**config.mk**
```make
export PLATFORM = sky130hd
export DESIGN_NAME = iter_recursive_mult
export DESIGN_NICKNAME = d
export VERILOG_FILES = /design/src/rtl/iter_mult_pkg.sv /design/src/rtl/rec_mult_core4x4.sv /design/src/rtl/iter_recursive_mult.sv
export SDC_FILE = /design/constraint.sdc
export NUM_CORES = 1
export LEC_CHECK = 0
export CAP_MARGIN = 5
export CORE_AREA = 3 3 86 88
export DETAILED_ROUTE_END_ITERATION = 12
export DIE_AREA = 0 0 89 91
export GPL_TIMING_DRIVEN = 0
export PLACE_DENSITY_LB_ADDON = 0.05
export SYNTH_ARGS = -nofsm -noshare
export SYNTH_HDL_FRONTEND = slang
export SYNTH_HIERARCHICAL = 1
export SYNTH_SLANG_ARGS = --single-unit
```
**constraint.sdc**
```tcl
create_clock -name clk -period 12.96 [get_ports clk]
set_input_delay 2.592 -clock clk [delete_from_list [all_inputs] [get_ports clk]]
set_output_delay 2.592 -clock clk [all_outputs]
set_load 0.01 [all_outputs]
```
**src/rtl/iter_mult_pkg.sv**
```systemverilog
// Package iter_mult_pkg
// Purpose : shared definitions for the iterative recursive approximate multiplier.
//           It holds the digit width, the FSM state type, and the 2x2 and 4x4
//           approximate multiplier functions.
// Contents:
//   DIGIT_W      digit width handled by the shared core (4)
//   state_t      IDLE / CALC / DONE
//   approx_mul2  2x2 -> 3-bit approximate product (3*3 gives 7)
//   approx_mul4  4x4 -> 8-bit recursive sum of four approx_mul2 results
package iter_mult_pkg;

    localparam int DIGIT_W = 4;

    typedef enum logic [1:0] {
        IDLE = 2'd0,
        CALC = 2'd1,
        DONE = 2'd2
    } state_t;

    // Exact except for 3*3. That product needs 4 bits, so it is clipped to 7
    // and the result fits in 3 bits.
    function automatic logic [2:0] approx_mul2(input logic [1:0] x, input logic [1:0] y);
        if (x == 2'd3 && y == 2'd3) begin
            return 3'd7;
        end
        return 3'(x) * 3'(y);
    endfunction

    // Split both nibbles into 2-bit halves and recombine the four half products
    // with shifts 0, 2, 2 and 4. The largest value is 7+28+28+112 = 175.
    function automatic logic [7:0] approx_mul4(input logic [3:0] x, input logic [3:0] y);
        logic [2:0] m_ll;
        logic [2:0] m_hl;
        logic [2:0] m_lh;
        logic [2:0] m_hh;
        m_ll = approx_mul2(x[1:0], y[1:0]);
        m_hl = approx_mul2(x[3:2], y[1:0]);
        m_lh = approx_mul2(x[1:0], y[3:2]);
        m_hh = approx_mul2(x[3:2], y[3:2]);
        return 8'(m_ll) + (8'(m_hl) << 2) + (8'(m_lh) << 2) + (8'(m_hh) << 4);
    endfunction

endpackage

```
**src/rtl/rec_mult_core4x4.sv**
```systemverilog
// Module rec_mult_core4x4
// Purpose : combinational 4x4 multiplier core. It returns either the exact
//           product or the recursive approximate product.
// Ports   :
//   a      in  4   multiplicand digit
//   b      in  4   multiplier digit
//   approx in  1   1 = approximate product, 0 = exact product
//   p      out 8   selected product
module rec_mult_core4x4
    import iter_mult_pkg::*;
(
    input  logic [DIGIT_W-1:0]   a,
    input  logic [DIGIT_W-1:0]   b,
    input  logic                 approx,
    output logic [2*DIGIT_W-1:0] p
);

    logic [2*DIGIT_W-1:0] exact_p;

    always_comb begin
        exact_p = (2*DIGIT_W)'(a) * (2*DIGIT_W)'(b);
        p       = approx ? approx_mul4(a, b) : exact_p;
    end

endmodule

```
**src/rtl/iter_recursive_mult.sv**
```systemverilog
// Module iter_recursive_mult
// Purpose : iterative approximate multiplier.
//           - WIDTH-bit operands are split into D=WIDTH/4 digits.
//           - One shared 4x4 core is applied to the N=D*D digit pairs, one pair per cycle.
//           - A digit pair (i,j) uses the approximate core when i+j >= approx_thr.
//           - Only one operation is in flight at a time.
//           - out_valid rises N cycles after the accepting edge.
// Build option:
//   APPROX_ERR_STAT_EN  when defined, out_err reports (exact product - y) while
//                       out_valid is high. Otherwise out_err is tied to zero.
// Ports   :
//   clk        in  1              rising-edge clock
//   rst_n      in  1              asynchronous active-low reset
//   in_valid   in  1              operands/threshold valid
//   in_ready   out 1              block can accept an operation
//   a          in  WIDTH          multiplicand (unsigned)
//   b          in  WIDTH          multiplier (unsigned)
//   approx_thr in  clog2(2*D)     approximation threshold on digit significance
//   out_valid  out 1              result valid
//   out_ready  in  1              consumer accepts result
//   y          out 2*WIDTH        product
//   out_err    out 2*WIDTH        exact minus y (error-statistics build only)
module iter_recursive_mult
    import iter_mult_pkg::*;
#(
    parameter int WIDTH = 8
) (
    input  logic                         clk,
    input  logic                         rst_n,
    input  logic                         in_valid,
    output logic                         in_ready,
    input  logic [WIDTH-1:0]             a,
    input  logic [WIDTH-1:0]             b,
    input  logic [$clog2(WIDTH/2)-1:0]   approx_thr,
    output logic                         out_valid,
    input  logic                         out_ready,
    output logic [2*WIDTH-1:0]           y,
    output logic [2*WIDTH-1:0]           out_err
);

    localparam int D  = WIDTH / DIGIT_W;
    localparam int N  = D * D;
    localparam int KW = $clog2(N);
    localparam int TW = $clog2(2 * D);
    localparam int PW = 2 * WIDTH;

    state_t          state;
    logic [KW-1:0]   k;
    logic [WIDTH-1:0] a_lat;
    logic [WIDTH-1:0] b_lat;
    logic [TW-1:0]   thr_lat;
    logic [PW-1:0]   acc;

    logic [KW-1:0]        i_idx;
    logic [KW-1:0]        j_idx;
    logic [KW:0]          pair_sum;
    logic [DIGIT_W-1:0]   a_digit;
    logic [DIGIT_W-1:0]   b_digit;
    logic                 use_approx;
    logic [2*DIGIT_W-1:0] prod;
    logic [PW-1:0]        acc_next;
    logic                 accept;
    logic                 last_pair;

    assign accept    = (state == IDLE) && in_valid && in_ready;
    assign last_pair = (k == KW'(N - 1));

    // Pair k covers digit i of a and digit j of b, with i varying fastest.
    // Because DIGIT_W is 4, shifting by {idx, 2'b00} selects digit idx.
    always_comb begin
        i_idx      = k % KW'(D);
        j_idx      = k / KW'(D);
        pair_sum   = {1'b0, i_idx} + {1'b0, j_idx};
        a_digit    = DIGIT_W'(a_lat >> {i_idx, 2'b00});
        b_digit    = DIGIT_W'(b_lat >> {j_idx, 2'b00});
        use_approx = (32'(pair_sum) >= 32'(thr_lat));
        acc_next   = acc + (PW'(prod) << {pair_sum, 2'b00});
    end

    rec_mult_core4x4 u_core (
        .a      (a_digit),
        .b      (b_digit),
        .approx (use_approx),
        .p      (prod)
    );

    // Operand latches are loaded only on accept. While the block is busy,
    // changes on the input ports have no effect.
    always_ff @(posedge clk) begin
        if (accept) begin
            a_lat   <= a;
            b_lat   <= b;
            thr_lat <= approx_thr;
        end
    end

    always_ff @(posedge clk or negedge rst_n) begin
        if (!rst_n) begin
            state     <= IDLE;
            in_ready  <= 1'b1;
            out_valid <= 1'b0;
            y         <= '0;
            k         <= '0;
            acc       <= '0;
        end else begin
            case (state)
                IDLE: begin
                    if (in_valid && in_ready) begin
                        acc      <= '0;
                        k        <= '0;
                        in_ready <= 1'b0;
                        state    <= CALC;
                    end
                end
                CALC: begin
                    acc <= acc_next;
                    k   <= k + 1'b1;
                    // y is loaded together with out_valid, so it is valid
                    // in the first DONE cycle.
                    if (last_pair) begin
                        y         <= acc_next;
                        out_valid <= 1'b1;
                        state     <= DONE;
                    end
                end
                DONE: begin
                    if (out_ready) begin
                        out_valid <= 1'b0;
                        in_ready  <= 1'b1;
                        state     <= IDLE;
                    end
                end
                default: begin
                    state     <= IDLE;
                    in_ready  <= 1'b1;
                    out_valid <= 1'b0;
                end
            endcase
        end
    end

`ifdef APPROX_ERR_STAT_EN
    logic [PW-1:0] err_q;
    logic [PW-1:0] exact_prod;

    assign exact_prod = PW'(a_lat) * PW'(b_lat);

    // Loaded on the same edge as y. Because approx <= exact, the difference
    // is never negative.
    always_ff @(posedge clk or negedge rst_n) begin
        if (!rst_n) begin
            err_q <= '0;
        end else if (state == CALC && last_pair) begin
            err_q <= exact_prod - acc_next;
        end
    end

    assign out_err = err_q;
`else
    assign out_err = '0;
`endif

endmodule

```
==> Word level (Yosys, flattened, before mapping) <==
Index checks and enable logic that the tools add are counted.
{ "word_totals": {"output_inout_bits": 34, "in_bits": 22, "register_bits": 56, "wordCells": 77} }
{ "op_classes": {"n_lt_le_gt_ge": 1, "reduce_logical": 14, "multipliers": 5, "muxes": 27, "bitwise": 2, "n_eq_ne": 10, "shifts": 3, "addsub": 6} }
{ "ops": {"columns": ["cell", "count"], "rows": [
  ["16-bit case mux with 2 select lines", 1],
  ["3-bit 2-to-1 mux", 8],
  ["16-bit adder", 1],
  ["16-bit 2-to-1 mux", 1],
  ["8-bit by 4-bit << shifter with 16-bit output", 1],
  ["8-bit by 3-bit right shift with 4-bit output", 2],
  ["2-bit == test, second input constant", 6],
  ["2-bit by 2-bit multiplier with 3-bit output", 4],
  ["3-bit AND reduction", 3],
  ["8-bit by 5-bit adder with 8-bit output", 1],
  ["8-bit by 7-bit adder with 8-bit output", 1],
  ["4-bit by 4-bit multiplier with 8-bit output", 1],
  ["1-bit 2-to-1 mux", 8],
  ["2-bit 2-to-1 mux", 4],
  ["8-bit 2-to-1 mux", 1],
  ["1-bit logical AND", 7],
  ["3-bit by 5-bit adder with 6-bit output", 1],
  ["1-bit case mux with 3 select lines", 2],
  ["2-bit case mux with 3 select lines", 1],
  ["2-bit inequality test, second input constant", 2],
  ["2-bit case mux with 2 select lines", 1],
  ["2-bit AND reduction", 2],
  ["1-bit by 1-bit adder with 2-bit output", 1],
  ["2-bit by 1-bit adder with 2-bit output, second input constant", 1],
  ["6 further kinds", 7]
]} }

==> Longest topological paths before layout <==
{ "depth": {"depth_word": 12, "mapped_depth": 22} }

==> Cells and area by module <==
Netlist, hierarchy kept.
{ "modules_own_cells": {"columns": ["mod", "area_each_um2", "n_inst", "cells_each"], "rows": [
  ["iter_recursive_mult", 3191.8, 1, 292],
  ["rec_mult_core4x4", 827.0, 1, 97]
]} }

==> Least setup slack after synthesis <==
OpenSTA, ideal clock, no wires.
{ "synth_path": {"path_type": "reg-to-reg", "from": "register k[0]", "to": "register y[15]", "synth_period_minus_slack_ns": 5.037, "path_stages_with_launch": 20, "arrival_time_ns": 4.912, "setup_slack_ns": 7.923, "path_buffers": 0, "setup_time_ns": 0.125, "cell_sequence": "dfrtp_1 mux2_2 and2_1 inv_1 fa_1 fa_1 inv_1 ha_1 a211o_2 a21oi_2 nor4b_1 a211o_1 a22o_1 ha_1 a21o_1 a211o_1 a211oi_2 nand2_2 xor3_1 mux2_2"} }
{ "synth_between": {"elab_chain_cells": 11} }
{ "synth_lines": {"columns": ["element", "line", "text"], "rows": [
  ["start: declaration", "iter_recursive_mult.sv:48", "logic [KW-1:0] k;"],
  ["start signal: assignment", "iter_recursive_mult.sv:117", "k <= k + 1'b1;"],
  ["8-bit by 3-bit right shift with 4-bit output *", "iter_recursive_mult.sv:74", "a_digit = DIGIT_W'(a_lat >> {i_idx, 2'b00});"],
  ["net a_digit[0]", "iter_recursive_mult.sv:57", "logic [DIGIT_W-1:0] a_digit;"],
  ["parallel branches: the longest is 7 deep, another holds 8-bit by 5-bit adder with 8-bit output", null, null],
  ["8-bit 2-to-1 mux *", "rec_mult_core4x4.sv:22", "p = approx ? approx_mul4(a, b) : exact_p;"],
  ["net prod[7]", "iter_recursive_mult.sv:60", "logic [2*DIGIT_W-1:0] prod;"],
  ["8-bit by 4-bit << shifter with 16-bit output *", "iter_recursive_mult.sv:77", "acc_next = acc + (PW'(prod) << {pair_sum, 2'b00});"],
  ["16-bit adder *", "iter_recursive_mult.sv:77", null],
  ["end signal: assignment", "iter_recursive_mult.sv:121", "y <= acc_next;"],
  ["end: declaration", "iter_recursive_mult.sv:37", "output logic [2*WIDTH-1:0] y,"]
]} }
Mark *: on every way through the listed nets, which the timed path passes.
A chain may end at the register's enable or synchronous reset.

==> Worst setup path after layout <==
Ends and elaborated chain as after synthesis.

==> results.json <==
{
  "rsz0062_at_grt": "no",
  "min_from": "y[14]",
  "clk_pin_slew_ps": 100,
  "chipWidth_um": 89,
  "synthCells": 389,
  "placed_cells": 524,
  "drt-initial-drc-count": 141,
  "max_clock_freq_mhz": 177,
  "start_util": 0.598,
  "hpwl_mm": 6.57,
  "arrival_ps": 5860,
  "post_drt_wl_per_cell_um": 16.0,
  "min_delay_path_depth": 2,
  "finalCritPeriodShare": 0.437,
  "netlist_area_um2": 4020,
  "fp-row-count": 30,
  "antenna_left": 0,
  "synthTopCellsByArea": "dfrtp_1 (23%), edfxtp_1 (13%), ha_1 (11%)",
  "cts-hold-fix-buffers": 0,
  "cp-startpoint": "k[0]",
  "yosysSeqAreaShare": 0.371,
  "grt_max_degree": 39,
  "synth_edf_count": 18,
  "grt_pass1_vias": 3013,
  "grt_use_met3": 0.0436,
  "drive_above_1_share": 0.146,
  "vias": 2999,
  "cp_common_cell": "fa_1",
  "cts.sinks": 56,
  "cp.required_ps": 13160,
  "rr_worst_depth": 20,
  "die_h_um": 91,
  "final_hold_viol_count": 0,
  "cpPeakStageDelay_ps": 540,
  "grt_use_met1": 0.335,
  "io_buffers": 39,
  "antenna_found_initial": 0,
  "cp_cell_sequence": "mux2_2 -> and2_1 -> inv_1 -> fa_1 -> fa_1 -> inv_1 -> fa_1 -> a21o_2 -> a21oi_1 -> xor2_1 -> mux2i_1 -> mux2i_1 -> nor2_1 -> ha_1 -> a21oi_1 -> a2111oi_0 -> nand2_1 -> nand2_2 -> xor3_1 -> mux2_2",
  "endpoint_kind": "register",
  "ys_async_sr_fraction": 0.679,
  "cts_tree": "done",
  "finalNonFillerCells": 532,
  "vias_per_cell": 5.64,
  "drc": 0,
  "yosys.area.top_type": "dfrtp_1",
  "grt_first_pass_wirelength_mm": 14.6,
  "maxCapViolCount": 0,
  "overflow": 0,
  "ios": 56,
  "min_period_ps": 5660,
  "setup_viol": 0,
  "postSynthAreaPerCell_um2": 10.3,
  "hp-class": "register to register",
  "cts_made_buffers": 5,
  "yosys_warnings": 6,
  "tightest_slew_ps": 881,
  "critical_path_class": "register to register",
  "vdd_drop_max_mv": 0.172,
  "timing.rr.end": "y[15]",
  "track_usage": 0.227,
  "drv_slew": 0,
  "p_leak_nw": 2.22,
  "start_kind": "register",
  "htree_levels": 2,
  "r2r_setup_slack_ps": 7300,
  "ys.flop_type": "dfrtp_1",
  "finClkSkew_ps": 8.52,
  "core_area_um2": 6720,
  "num_antenna_cells": 0,
  "status": "completed",
  "max_slew_margin": 0.412,
  "gp_congestion": 0.908,
  "min_to": "y[14]",
  "pwr_density_cell_nw_per_um2": 278,
  "post_cts_buffers": 0,
  "synth.top_cell.area_share": 0.230,
  "root_buffer": "clkbuf_8",
  "clk_latency_ps": 310,
  "busiest_layer": "met2",
  "nFillCells": 550,
  "ys_ff_latch": 56,
  "num-nets-final": 517,
  "firstDrtPassIters": 6,
  "crit_path_top_delay_cell": "fa_1",
  "cts_buffer_depth": 2,
  "use_met2": 0.351,
  "timing.rr.start": "k[0]",
  "area_growth_pct": 16.6,
  "post_cts_resized": 0,
  "crit_fanout": 7,
  "synth_cell_types": 55,
  "tns_ps": 0,
  "wl_mm": 8.52,
  "die_area_um2": 8100
}
-- critical path: cells and delay by family (launching register included) --
kind            cells  cell delay, ps
xor+xnor            2             400
mux                 4            1100
fa+ha+maj           4            1820
buf+inv             2             150
simple gates        4             600
compound gates      4             980
flops               1             500
-- report_power, final --
group          total, W  switching (W)  internal [W]
Sequential     0.000266      0.0000332      0.000232
Combinational  0.000925       0.000528      0.000397
Clock          0.000114      0.0000568     0.0000575
Total           0.00130       0.000618      0.000687
-- flip-flops by register name, indices dropped and copies added (netlist names) --
| name | cells |
|---|---|
| a_lat | 8 |
| b_lat | 8 |
| k | 2 |
| state | 2 |
| acc | 16 |
| out_valid | 1 |
| thr_lat | 2 |
| y | 16 |
| in_ready | 1 |
-- worst max-delay path by stage --
stage	endpoint	cells after the start	slack [ps]
after detailed placement	y[15]	20	7370
after global placement	y[15]	20	7390
after floorplan	y[15]	19	7920
final	y[15]	20	7300
after CTS	y[15]	20	7360
after global routing	y[15]	20	7070
-- Yosys cell counts (2+ instances only) --
| master | n |
|---|---|
| nor3b_1 | 2 |
| nor4b_1 | 2 |
| nor2_1 | 20 |
| nor2b_1 | 6 |
| ha_1 | 36 |
| o211ai_1 | 3 |
| nand2b_1 | 3 |
| mux2i_1 | 7 |
| nor3_1 | 2 |
| mux2_2 | 22 |
| o21ai_0 | 19 |
| xnor2_1 | 10 |
| xor2_1 | 7 |
| and2_1 | 22 |
| buf_2 | 4 |
| clkbuf_1 | 5 |
| a21o_1 | 9 |
| fa_1 | 8 |
| nand3b_1 | 3 |
| o21a_1 | 5 |
| a211oi_1 | 3 |
| nand3_1 | 5 |
| edfxtp_1 | 18 |
| buf_4 | 16 |
| and3_1 | 2 |
| nand4_1 | 2 |
| a21oi_1 | 21 |
| a211oi_2 | 2 |
| inv_1 | 17 |
| a31o_2 | 2 |
| a22o_1 | 14 |
| nand2_1 | 31 |
| dfrtp_1 | 37 |
| a211o_1 | 3 |
-- through the flow --
stage               hold WS (ps)  power (W)  instance area (µm²)  setup WS, ps  utilization
floorplan                    456   0.000941                 4080          7920            -
global placement             461    0.00116                 4570          7390        0.680
detailed placement           469    0.00118                 4580          7370        0.681
CTS                          494    0.00130                 4680          7360        0.697
global route                 516    0.00144                 4680          7070        0.697
finish                       486    0.00130                 4680          7300        0.697
-- cell families after synthesis --
logic type / after synthesis / synth area share
and+or+nand+nor: 103 / 0.130
AOI/OAI and AO/OA: 95 / 0.168
DFF: 56 / 0.371
adders and majority gates: 44 / 0.152
buffers and inverters: 43 / 0.0564
muxes: 29 / 0.0791
xor gates and xnor gates: 18 / 0.0430
other: 1 / 0.000933
-- cell usage in the layout (no fill, tap or decap), types with 8 or more instances in the layout --
master	instances
edfxtp_1	18
and2_1	22
nor2_1	20
o21ai_0	19
buf_4	16
a21o_1	9
ha_1	36
mux2_2	22
xnor2_1	10
conb_1	16
inv_1	17
nand2_1	31
a22o_1	14
dfrtp_1	37
fa_1	8
clkdlybuf4s50_1	38
a21oi_1	21
-- per-layer routing --
| layer | routed length (µm) | up-vias |
|---|---|---|
| met3 | 448 | 10 |
| li1 | - | 1489 |
| met2 | 3800 | 85 |
| met4 | 98 | 0 |
| met5 | 0 | - |
| met1 | 4170 | 1415 |
-- final cells by class --
class                      count  area (µm²)  share of cell area
tap                           80         100              0.0214
inverter                      17        63.8              0.0136
buffer                        26         163              0.0347
sequential                    56        1490               0.319
clock inverter                 2        35.0             0.00748
clock buffer                   6        72.6              0.0155
timing repair buffer          40         397              0.0847
multi-input combinational    305        2360               0.504
Power figures use the tool's default switching activity.
